==> config.mk <==
export PLATFORM = sky130hd
export DESIGN_NAME = video_line_capture
export DESIGN_NICKNAME = d
export VERILOG_FILES = /design/src/rtl/video_cap_pkg.sv /design/src/rtl/sync_edge_det.sv /design/src/rtl/video_line_capture.sv
export SDC_FILE = /design/constraint.sdc
export NUM_CORES = 2
export LEC_CHECK = 0
export CORE_MARGIN = 3
export CORE_UTILIZATION = 40
export CTS_CLUSTER_SIZE = 30
export DETAILED_ROUTE_END_ITERATION = 16
export GPL_TIMING_DRIVEN = 0
export PLACE_DENSITY = 0.69
export REMOVE_ABC_BUFFERS = 1
export SYNTH_ARGS = -nofsm -noshare
export SYNTH_HDL_FRONTEND = slang
export SYNTH_SLANG_ARGS = --single-unit
==> constraint.sdc <==
create_clock -name VCLK -period 3.49 [get_ports VCLK]
set_input_delay 0.698 -clock VCLK [delete_from_list [all_inputs] [get_ports VCLK]]
set_output_delay 0.698 -clock VCLK [all_outputs]
set_load 0.005 [all_outputs]
==> src/rtl/video_cap_pkg.sv <==
// video_cap_pkg: shared FSM encoding and default geometry for video line capture
package video_cap_pkg;
    typedef enum logic [1:0] {IDLE, WAIT_LINE, ACTIVE} state_t;
    localparam int CAP_ADDR_WIDTH = 11;
    localparam int CAP_HACTIVE    = 640;
    localparam int CAP_VACTIVE    = 480;
endpackage

==> src/rtl/sync_edge_det.sv <==
// sync_edge_det: registered rise/fall detector for a level signal
// Ports: clk, rst (sync, active-high); d level input; rise/fall strobes in the cycle d changes.
module sync_edge_det (
    input  logic clk,
    input  logic rst,
    input  logic d,
    output logic rise,
    output logic fall
);
    logic q;
    always_ff @(posedge clk) q <= rst ? 1'b0 : d;
    assign rise = d & ~q;
    assign fall = ~d & q;
endmodule

==> src/rtl/video_line_capture.sv <==
// video_line_capture: binarizes camera video and hands each active line to the line-memory writer
// Ports: VCLK, RST (sync, active-high); iVSYNC/iHSYNC/iDE/iPIX/iTHRESH raw video in;
//   oH_ADDR/oV_ADDR current pixel address; oLINE_DATA/oLINE_NUM/oLINE_VALID with iLINE_READY
//   form the line handshake (bit h = column h); oFRAME_START frame pulse; oOVERRUN sticky drop flag.
// Define VIDEO_CAP_PIXCNT_EN to add oLINE_ONES, the set-bit count of the published line.
module video_line_capture
    import video_cap_pkg::*;
#(
    parameter int ADDR_WIDTH  = CAP_ADDR_WIDTH,
    parameter int HACTIVE     = CAP_HACTIVE,
    parameter int VACTIVE     = CAP_VACTIVE,
    parameter int PIXEL_WIDTH = 8
) (
    input  logic                   VCLK,
    input  logic                   RST,
    input  logic                   iVSYNC,
    input  logic                   iHSYNC,
    input  logic                   iDE,
    input  logic [PIXEL_WIDTH-1:0] iPIX,
    input  logic [PIXEL_WIDTH-1:0] iTHRESH,
    output logic [ADDR_WIDTH-1:0]  oH_ADDR,
    output logic [ADDR_WIDTH-1:0]  oV_ADDR,
    output logic [HACTIVE-1:0]     oLINE_DATA,
    output logic [ADDR_WIDTH-1:0]  oLINE_NUM,
    output logic                   oLINE_VALID,
    input  logic                   iLINE_READY,
    output logic                   oFRAME_START,
    output logic                   oOVERRUN
`ifdef VIDEO_CAP_PIXCNT_EN
    ,
    output logic [ADDR_WIDTH-1:0]  oLINE_ONES
`endif
);
    localparam logic [ADDR_WIDTH-1:0] H_MAX = ADDR_WIDTH'(HACTIVE);
    localparam logic [ADDR_WIDTH-1:0] V_MAX = ADDR_WIDTH'(VACTIVE);
    state_t                state;
    logic [ADDR_WIDTH-1:0] h;
    logic [HACTIVE-1:0]    line;
    logic                  vs_rise, vs_fall_unused, de_rise_unused, de_fall;
    logic                  line_end, take, load, drop, pix_bit;
    sync_edge_det u_vs (.clk(VCLK), .rst(RST), .d(iVSYNC), .rise(vs_rise), .fall(vs_fall_unused));
    sync_edge_det u_de (.clk(VCLK), .rst(RST), .d(iDE), .rise(de_rise_unused), .fall(de_fall));
    assign pix_bit  = iPIX >= iTHRESH;
    // A VSYNC rise wins over everything else in its cycle, so it masks line end and capture.
    assign line_end = !vs_rise && state == ACTIVE && de_fall;
    assign take     = !vs_rise && state != IDLE && iDE && h < H_MAX;
    // Lines past VACTIVE are neither published nor counted as overruns.
    assign load     = line_end && oV_ADDR < V_MAX && (!oLINE_VALID || iLINE_READY);
    assign drop     = line_end && oV_ADDR < V_MAX && !load;
    always_ff @(posedge VCLK) begin
        if (RST) begin
            state        <= IDLE;
            h            <= '0;
            line         <= '0;
            oH_ADDR      <= '0;
            oV_ADDR      <= '0;
            oLINE_DATA   <= '0;
            oLINE_NUM    <= '0;
            oLINE_VALID  <= 1'b0;
            oFRAME_START <= 1'b0;
            oOVERRUN     <= 1'b0;
        end else begin
            state        <= (vs_rise || line_end) ? WAIT_LINE : (state != IDLE && iDE) ? ACTIVE : state;
            h            <= (vs_rise || line_end) ? '0 : take ? h + ADDR_WIDTH'(1) : h;
            line         <= (vs_rise || line_end) ? '0 : take ? line | (HACTIVE'(pix_bit) << h) : line;
            oH_ADDR      <= (iHSYNC || !iDE) ? '0 : h;
            oV_ADDR      <= vs_rise ? '0 : (line_end && oV_ADDR < V_MAX) ? oV_ADDR + ADDR_WIDTH'(1) : oV_ADDR;
            oFRAME_START <= vs_rise;
            oOVERRUN     <= !vs_rise && (oOVERRUN || drop);
            oLINE_VALID  <= load || (oLINE_VALID && !iLINE_READY);
            if (load) begin
                oLINE_DATA <= line;
                oLINE_NUM  <= oV_ADDR;
            end
        end
    end
`ifdef VIDEO_CAP_PIXCNT_EN
    // Bounded by h, so it can never pass HACTIVE.
    logic [ADDR_WIDTH-1:0] ones;
    always_ff @(posedge VCLK) begin
        if (RST) begin
            ones       <= '0;
            oLINE_ONES <= '0;
        end else begin
            ones <= (vs_rise || line_end) ? '0 : (take && pix_bit) ? ones + ADDR_WIDTH'(1) : ones;
            if (load) oLINE_ONES <= ones;
        end
    end
`endif
endmodule

==> impl_metrics.csv <==
group,metric,value,unit
synthesis,yosys_register_bits,1331,
global_routing,grt.overflow.total,0,
floorplanning,die_w,338.6,um
synthesis,netlist_top_cells_area,"dfxtp_1 (60%), nand2_1 (16%), a21oi_1 (7.5%)",
finish,area_growth,31.90,%
finish,fin_util,53.39,%
routing,dr.pass1.iters,5,
global_routing,grt_pass1_vias,36690,
synthesis,yosys.area_share.simple,18.36,%
worst_setup_path,cp-endpoint,"line[7]",
synthesis,yosysMostFrequentCell,"nand2_1",
worst_setup_path,cp-end-kind,"register",
global_routing,grt_max_degree,141,
worst_setup_path,crit_type,"in -> reg",
worst_setup_path,critPathLaunch,"iDE",
routing,wl_per_cell,19.98,um
floorplanning,start_util,40.48,%
clocking,root_buffer,"clkbuf_16",
worst_setup_path,timing.rr.end,"line[106]",
placement,place.gp.congestion,0.7936,
finish,fin_area,58360,sq um
finish,regArea,26650,sq um
placement,place_ws,-1.402,ns
placement,numPlacedInstances,7066,
hold_path,min_path_type,"in -> reg",
worst_setup_path,r2r_cells,4,
synthesis,yosysSeqAreaShare,60.22,%
worst_setup_path,crit_path_start_kind,"input pin",
clocking,cts_tree,"yes",
finish,drive_above_1_share,6.989,%
synthesis,ys_types,57,
synthesis,synth_compound_area_share,17.05,%
clocking,cts_buffers,137,
sta,worst_pin_slew,1.278,ns
placement,dp_hpwl,99410,um
routing,viasPerCell,5.172,
routing,remaining_drc_errors,0,
power,power_leakage,19.38,nW
worst_setup_path,cp.arrival,3.95,ns
synthesis,synthTopCellsByCount,"nand2_1 (1885), dfxtp_1 (1331), a21oi_1 (667)",
clocking,clock-sinks,1331,
floorplanning,rows,121,
synthesis,synth_cells,5162,
sta,fmax,302.4,MHz
sta,whs,0.3400,ns
global_routing,antenna_found_initial,3,
sta,rsz0062_at_grt,"no",
placement,dpl_cell_area,53590,sq um
status,status,"finished clean",
routing,wl,146200,um
synthesis,yosysWarnings,0,
clocking,clockBufferDepth,3,
sta,slew_viol_final,0,
worst_setup_path,reg2reg_slack,0.25,ns
synthesis,synth_fa_ha_area_share,0.2828,%
routing,antenna_left,0,
finish,fill_cells,9928,
synthesis,synth_mux_area_share,0.04524,%
finish,nNetsFinal,5768,
worst_setup_path,cp.required,4.13,ns
power,power,31.01,mW
sta,min_period,3.307,ns
floorplanning,io_pins,698,
synthesis,synth_area,44250,sq um
synthesis,avgSynthCellArea,8.572,sq um
run,max_cap_violations,0,
clocking,cts_hold_buf,0,
finish,multi_input_area,16250,sq um
synthesis,async_flop_share,0,%
global_routing,grt_pass1_wl,221500,um
worst_setup_path,crit_fanout,15,
global_routing,groute.usage.overall,24.64,%
routing,vias,37840,
clocking,clkTransAtPathRegs,0.06,ns
floorplanning,dieArea,114700,sq um
sta,finalWorstSetupSlack,0.1828,ns
sta,hold_violations,0,
finish,fin_cells,7316,
sta,setup_tns,0,ns
synthesis,synth_top_area_share,60.22,%
clocking,cts.htree.levels,4,
floorplanning,core-area,109300,sq um
synthesis,synthXorXnorAreaFrac,0.2573,%
power,cellPowerDensity,531.3,nW/um^2
sta,skew,0.02124,ns
sta,timing.final.crit_share,94.76,%
sta,setup_violations,0,
power,peakVddDrop,440.6,uV
synthesis,synth_area_leader_cell,"dfxtp_1",
worst_setup_path,reg2reg_from,"h[3]",
clocking,clock_latency,0.75,ns
floorplanning,fp.dieH,338.6,um
synthesis,synth_top_family_by_area,"simple AND/OR/NAND/NOR gates",
synthesis,synth_flop_cell,"dfxtp_1",
synthesis,synth_edf_count,0,
routing,drt_iter0_markers,2936,
placement,portBuffers,697,
hold_path,holdCritStartpoint,"RST",
sta,slew_headroom,14.14,%
==> critical path: stages <==
cell             delay (ns)
clkdlybuf4s50_1        0.55
and4bb_4               0.31
nor3_4                 0.15
buf_6                  0.17
buf_6                  0.17
buf_6                  0.16
buf_6                  0.16
buf_6                  0.18
buf_6                  0.20
buf_6                  0.19
buf_6                  0.17
buf_6                  0.16
nand3_2                0.28
o31ai_1                0.37
==> final cells by class <==
cell class / instances / share of cell area (%)
Clock buffer: 193 / 6.822
Timing Repair Buffer: 817 / 15.21
Clock inverter: 48 / 1.190
Tap cell: 1476 / 3.164
Multi-Input combinational cell: 3433 / 27.85
Inverter: 16 / 0.1029
Sequential cell: 1331 / 45.66
Antenna cell: 2 / 0.008575
==> cells in the final DEF, fill, tap and decap left out, drive strengths merged, types with 3 or more instances in the layout <==
master and count:
nand2 1885, dfxtp 1331, clkdlybuf4s50 696, a21oi 667
o21ai 507, clkbuf 193, buf 121, a22o 112
nor2 37, a32o 30, inv 28, nor3 24
clkinv 20, and2 18, o211ai 17, o31ai 13
a211oi 12, bufinv 12, ha 10, nand3 10
nand4 9, and3 9, nor2b 9, xnor2 8
nand2b 7, nor4 7, xor2 5, or2 5
clkinvlp 4, or3 4, nor3b 4, nor4b 3
or4 3
==> registers in the layout, summed over array words and instances (netlist names) <==
register	cells
u_vs.q	1
line	640
oH_ADDR	11
state	2
oV_ADDR	11
u_de.q	1
oLINE_VALID	1
h	11
oFRAME_START	1
oLINE_NUM	11
oLINE_DATA	640
oOVERRUN	1
==> how the worst min path moves through the flow <==
stage	slack [ns]	cells past startpoint	to
after detailed placement	0.44	2	line[519]
after global routing	0.32	2	oLINE_DATA[264]
final	0.34	2	oLINE_DATA[585]
after global placement	0.43	2	line[472]
after CTS	0.28	2	oLINE_DATA[585]
after floorplan	0.42	2	line[0]
==> repair_timing <==
action | in CTS | in global routing
pin swaps | 1 | 1
resized for setup | 3 | 3
endpoints found under the setup margin | 69 | 54
buffers inserted | 1 | 6
hold endpoints to repair | 0 | 0
==> where the power goes <==
part	switching, mW	internal [mW]	leakage [nW]	total [mW]
Sequential	0.00534	15.2	10.7	15.2
Clock	6.22	8.91	2.29	15.1
Combinational	0.501	0.175	6.37	0.675
==> kinds of logic (layout without fill, tap and decap cells) <==
group | count (synthesis) | in the layout
AO/OA/AOI/OAI | 1366 | 1366
XOR/XNOR | 13 | 13
adder cells (fa/ha/maj) | 10 | 10
buffers and inverters | 398 | 1074
flip-flops | 1331 | 1331
multiplexers | 2 | 2
other | 0 | 2
AND/OR/NAND/NOR | 2042 | 2042
==> layer usage <==
layer	track usage, %	vias up	share of wire, %
met5	0	-	0
met4	10.97	0	4.4
met3	6.349	301	7.1
met2	40.42	1176	46
met1	30.52	18120	42
li1	-	18240	-
Note: power is estimated with default switching activity, not from simulation.
